<file path="src/rtl/gate_tp_pkg.sv">
// Shared defaults for the gate test-pattern lab blocks: widths, synchronizer
// and filter depths, and all-ones constants for the default widths.
package gate_tp_pkg;

  localparam int CNT_W_DEF       = 8;
  localparam int MEAS_W_DEF      = 8;
  localparam int SYNC_STAGES_DEF = 2;
  localparam int FILT_CYCLES_DEF = 4;

  localparam logic [CNT_W_DEF-1:0]  CNT_ONES_DEF  = '1;
  localparam logic [MEAS_W_DEF-1:0] MEAS_ONES_DEF = '1;

  typedef enum logic [1:0] {
    HS_IDLE = 2'b00,
    HS_LOAD = 2'b01,
    HS_DROP = 2'b10
  } hs_act_e;

endpackage

</file>
<file path="src/rtl/gate_event_counter_sync_filter.sv">
// Synchronizer plus glitch filter for an asynchronous level; reusable for any
// lab input. Exposes next-edge toggle strobes and a registered rise strobe.
module sync_filter
  import gate_tp_pkg::*;
#(
  parameter int SYNC_STAGES = SYNC_STAGES_DEF,
  parameter int FILT_CYCLES = FILT_CYCLES_DEF
) (
  input  logic clk,
  input  logic rst_n,
  input  logic din,
  output logic level_out,
  output logic rise_pulse,
  output logic rise_evt,
  output logic fall_evt
);

  localparam int FC_W = (FILT_CYCLES < 2) ? 1 : $clog2(FILT_CYCLES + 1);

  logic [SYNC_STAGES-1:0] sync_q;
  logic [FC_W-1:0]        filt_cnt;
  logic                   sync_lvl;
  logic                   differ;
  logic                   accept;

  assign sync_lvl = sync_q[SYNC_STAGES-1];
  assign differ   = sync_lvl ^ level_out;
  // A change is accepted on the FILT_CYCLES-th consecutive differing sample.
  assign accept   = differ && (filt_cnt == FC_W'(FILT_CYCLES - 1));
  assign rise_evt = accept & ~level_out;
  assign fall_evt = accept & level_out;

  always_ff @(posedge clk or negedge rst_n) begin
    if (!rst_n) begin
      sync_q     <= '0;
      filt_cnt   <= '0;
      level_out  <= 1'b0;
      rise_pulse <= 1'b0;
    end else begin
      sync_q     <= {sync_q[SYNC_STAGES-2:0], din};
      rise_pulse <= rise_evt;
      if (accept) begin
        level_out <= ~level_out;
        filt_cnt  <= '0;
      end else if (differ) begin
        filt_cnt  <= filt_cnt + 1'b1;
      end else begin
        filt_cnt  <= '0;
      end
    end
  end

endmodule

</file>
<file path="src/rtl/gate_event_counter.sv">
// Counts filtered rising edges of the AND-gate output and hands the high-time
// of each accepted pulse to a readout stage over valid/ready.
module gate_event_counter
  import gate_tp_pkg::*;
#(
  parameter int CNT_W       = CNT_W_DEF,
  parameter int MEAS_W      = MEAS_W_DEF,
  parameter int SYNC_STAGES = SYNC_STAGES_DEF,
  parameter int FILT_CYCLES = FILT_CYCLES_DEF,
  parameter int SATURATE    = 0
) (
  input  logic              clk,
  input  logic              rst_n,
  input  logic              z_in,
  input  logic              clear,
  output logic              rise_pulse,
  output logic              level_out,
  output logic [CNT_W-1:0]  event_count,
  output logic [MEAS_W-1:0] meas_len,
  output logic              meas_valid,
  input  logic              meas_ready,
  output logic              meas_ovf
);

  localparam logic [CNT_W-1:0]  CNT_ONES  = '1;
  localparam logic [MEAS_W-1:0] MEAS_ONES = '1;

  logic              rise_evt;
  logic              fall_evt;
  logic [MEAS_W-1:0] high_cnt;
  logic [MEAS_W-1:0] new_meas;
  logic [CNT_W-1:0]  cnt_inc;
  hs_act_e           hs_act;

  sync_filter #(
    .SYNC_STAGES (SYNC_STAGES),
    .FILT_CYCLES (FILT_CYCLES)
  ) u_sync_filter (
    .clk        (clk),
    .rst_n      (rst_n),
    .din        (z_in),
    .level_out  (level_out),
    .rise_pulse (rise_pulse),
    .rise_evt   (rise_evt),
    .fall_evt   (fall_evt)
  );

  assign cnt_inc = (SATURATE != 0 && event_count == CNT_ONES) ? event_count
                                                               : event_count + 1'b1;

  // high_cnt lags the true high-time by one at the falling edge.
  assign new_meas = (high_cnt == MEAS_ONES) ? MEAS_ONES : high_cnt + 1'b1;

  always_comb begin
    hs_act = HS_IDLE;
    if (fall_evt) begin
      if (!meas_valid || meas_ready || clear) hs_act = HS_LOAD;
      else                                     hs_act = HS_DROP;
    end
  end

  always_ff @(posedge clk or negedge rst_n) begin
    if (!rst_n) begin
      high_cnt <= '0;
    end else if (rise_evt) begin
      high_cnt <= '0;
    end else if (level_out && high_cnt != MEAS_ONES) begin
      high_cnt <= high_cnt + 1'b1;
    end
  end

  always_ff @(posedge clk or negedge rst_n) begin
    if (!rst_n) begin
      event_count <= '0;
    end else if (clear) begin
      event_count <= rise_evt ? CNT_W'(1) : '0;
    end else if (rise_evt) begin
      event_count <= cnt_inc;
    end
  end

  always_ff @(posedge clk or negedge rst_n) begin
    if (!rst_n) begin
      meas_len   <= '0;
      meas_valid <= 1'b0;
      meas_ovf   <= 1'b0;
    end else begin
      case (hs_act)
        HS_LOAD: begin
          meas_len   <= new_meas;
          meas_valid <= 1'b1;
        end
        HS_DROP: meas_ovf <= 1'b1;
        default: if (meas_valid && (meas_ready || clear)) meas_valid <= 1'b0;
      endcase
      if (clear) begin
        meas_ovf <= 1'b0;
        if (hs_act != HS_LOAD) meas_valid <= 1'b0;
      end
    end
  end

endmodule

</file>
<file path="config.mk">
export PLATFORM = sky130hd
export DESIGN_NAME = gate_event_counter
export DESIGN_NICKNAME = d
export VERILOG_FILES = /design/src/rtl/gate_tp_pkg.sv /design/src/rtl/gate_event_counter_sync_filter.sv /design/src/rtl/gate_event_counter.sv
export SDC_FILE = /design/constraint.sdc
export NUM_CORES = 1
export LEC_CHECK = 0
export ABC_AREA = 1
export CAP_MARGIN = 20
export CORE_AREA = 2 2 58 60
export DETAILED_ROUTE_END_ITERATION = 7
export DIE_AREA = 0 0 60 62
export PLACE_DENSITY = 0.76
export SKIP_CTS_REPAIR_TIMING = 1
export SYNTH_ARGS = -nofsm -noshare
export SYNTH_HDL_FRONTEND = slang
export SYNTH_HIERARCHICAL = 1
export SYNTH_SLANG_ARGS = --single-unit
</file>
<file path="constraint.sdc">
create_clock -name clk -period 3.15 [get_ports clk]
set_input_delay 0.63 -clock clk [delete_from_list [all_inputs] [get_ports clk]]
set_output_delay 0.63 -clock clk [all_outputs]
set_load 0.1 [all_outputs]
</file>
==> reports/qor.csv <==
stage,metric,value,unit
outcome,status,completed,
synthesis,Post-Syn Area,1560,sq um
finish,diodes inserted,0,
synthesis,ys flop type,dfrtp_1,
synthesis,Post-Synthesis Net Count,202,
placed_design,GP Congestion,0.785,
global_route,total grt overflow,0,
global_route,largest net degree at the start of global routing,34,
floorplanning,Initial Util,49.0,%
critical_path,CP arrival,2.12,ns
floorplanning,die area,3720,sq um
global_route,gr usage total,17.4,%
synthesis,ys async rst share,100,%
pwr,Peak VDD IR,0.531,mV
timing,setup_tns,0,ns
routing,final wirelength,2860,um
routing,met3 WL,118,um
placed_design,Port Buf Inserts,24,
synthesis,register area share after synthesis,53.1,%
finish,Final Util,58.7,%
synthesis,Yosys top cell by area,dfrtp_1,
timing,fmax,531,MHz
timing,Fin. Hold Viols,0,
routing,DR vias,1244,
routing,DRT iter0 DRCs,34,
clocking,Clk Tree Root Cell,clkbuf_4,
clocking,Worst-Skew Late Latency,0.34,ns
floorplanning,io pins,25,
pwr,Pwr Density,854,nW/um^2
placed_design,DP Area,1810,sq um
placed_design,DP Wirelength,2070,um
routing,post-route antenna net violation count,0,
finish,layout cell share with drive strength beyond 1,16.8,%
timing,fin crit period,1.88,ns
timing,endpoints failing setup,0,
floorplanning,Die X,60,um
synthesis,average size of a mapped cell,8.06,sq um
min_path,Hold WC Path Type,reg2reg,
finish,"Net count, final",234,
synthesis,synthesized flop and latch total,33,
critical_path,worst reg2reg path depth,12,
clocking,H-tree depth,2,
finish,register area,826,sq um
routing,DRC viols,0,
routing,metal1 wirelength,1420,um
pwr,Pleak,0.994,nW
timing,Worst Skew,0.00972,ns
critical_path,CP Class,reg2reg,
global_route,global-route wire length before repair,4790,um
synthesis,Commonest cells post-synth,"nand2_1 (66), nor2_1 (38), dfrtp_1 (33), inv_1 (18), nand3_1 (6)",
floorplanning,Core ar.,3180,sq um
timing,relative slew slack,72.4,%
synthesis,Synth Warn #,6,
critical_path,startpoint types,flop,
clocking,CTS max path bufs,2,
global_route,vias in the first global route,1100,
synthesis,top-area cell type share of the netlist area,53.1,%
routing,DRT Pass-1 Iters,4,
critical_path,nature of the critical path endpoint,flop,
floorplanning,row count,21,
synthesis,most common cell in the netlist,nand2_1,
clocking,CTS tree,yes,
routing,DR WL met2,1270,um
global_route,initial antenna violation count,0,
routing,Via density,4.57,
timing,hold slack final,0.374,ns
job,total of max-cap violations,0,
finish,post-route cell area,1870,sq um
routing,WL/cell,10.5,um
critical_path,worst path required time,3.39,ns
timing,period utilisation layout,59.8,%
routing,top sig layer,met4,
floorplanning,die span in y,62,um
clocking,clock sink count,33,
timing,actual slew at the worst max-slew pin,0.414,ns
clocking,"CTS clk-pin slew, worst paths",0.11,ns
synthesis,Post-synth EDFFs,0,
finish,Area Overhead vs Synth,19.9,%
synthesis,Post-Syn Instances,193,
clocking,total CTS buffers,5,
finish,Multi-input gate area,648,sq um
finish,Filler cells,300,
pwr,Total Power,0.00160,W
critical_path,CP max FO,10,
timing,RSZ-0062 raised after global routing,false,
synthesis,"top cells by area, synth","dfrtp_1 (53%), nand2_1 (16%), nor2_1 (9.2%)",
min_path,hold path cells,0,
synthesis,library cells used by synthesis,21,
timing,max-slew violation count,0,
-- state kept, by name, indices dropped and copies added (netlist names) --
signal / cells
u_sync_filter/level_out: 1
u_sync_filter/rise_pulse: 1
meas_len: 8
u_sync_filter/sync_q: 2
event_count: 8
meas_ovf: 1
meas_valid: 1
high_cnt: 8
u_sync_filter/filt_cnt: 3
-- cell usage in the layout, fill, tap and decap left out, drive strengths merged --
cell type and instances:
dfrtp 33, ha 4, nand3b 1, xnor2 2, nand2 68, clkinv 2, clkdlybuf4s50 4, nand3 7
nand4 1, xor2 1, o2bb2ai 1, buf 22, inv 20, clkinvlp 1, or2 2, nor2 40
clkbuf 5, a21oi 5, o21ai 5, nor3 2
-- per-layer routing --
metal,track usage (%),vias up
met3,4.14,7
met4,7.62,0
met2,25.3,24
li1,-,659
met1,24.7,554
met5,0,-
-- worst max-delay path, stage by stage (launching register included) --
cell and delay, ns:
dfrtp_1 0.36, ha_1 0.15, ha_1 0.22, inv_1 0.10, nor3_1 0.18, buf_4 0.21, nand3_1 0.11, nor2_1 0.17
nand2_1 0.07, nand2_1 0.08, nand2_1 0.06, nand2_1 0.06, inv_1 0.03
-- through the flow --
step,setup WS [ns],instances
after floorplan,1.14,193
after global placement,1.26,264
after detailed placement,1.23,264
after CTS,1.26,272
after global routing,1.04,272
final,1.27,272
-- cells by family (layout without fill, tap and decap cells) --
logic type | after synthesis | in the layout | synth area share, %
buf+inv | 21 | 54 | 5.31
fa+ha+maj | 4 | 4 | 3.22
simple gates | 121 | 121 | 32.2
flops | 33 | 33 | 53.1
xor+xnor | 3 | 3 | 1.69
compound gates | 11 | 11 | 4.50
-- final cells by class --
cell class                      count  area share [%]
Clock inverter                      3           0.938
Inverter                           20            4.02
Clock buffer                        5            2.01
Tap cell                           46            3.08
Sequential cell                    33            44.2
Multi-Input combinational cell    139            34.7
Timing Repair Buffer               26            11.0
-- power by group --
group / internal (W) / switching (W)
Combinational: 0.000176 / 0.000591
Clock: 0.0000840 / 0.000145
Sequential: 0.000519 / 0.0000791
-- path summary, 6_finish.rpt --
| check | from | end | slack, ns |
|---|---|---|---|
| max reg2reg | u_sync_filter/filt_cnt[0] | event_count[6] | 1.27 |
| min | u_sync_filter/sync_q[0] | u_sync_filter/sync_q[1] | 0.37 |
| max in group asynchronous | rst_n | u_sync_filter/filt_cnt[0] | 2.17 |
| min reg2reg | u_sync_filter/sync_q[0] | u_sync_filter/sync_q[1] | 0.37 |
| max | u_sync_filter/filt_cnt[0] | event_count[6] | 1.27 |
| min in group asynchronous | rst_n | event_count[1] | 0.68 |
No activity file was read; power rests on OpenSTA's default activity.
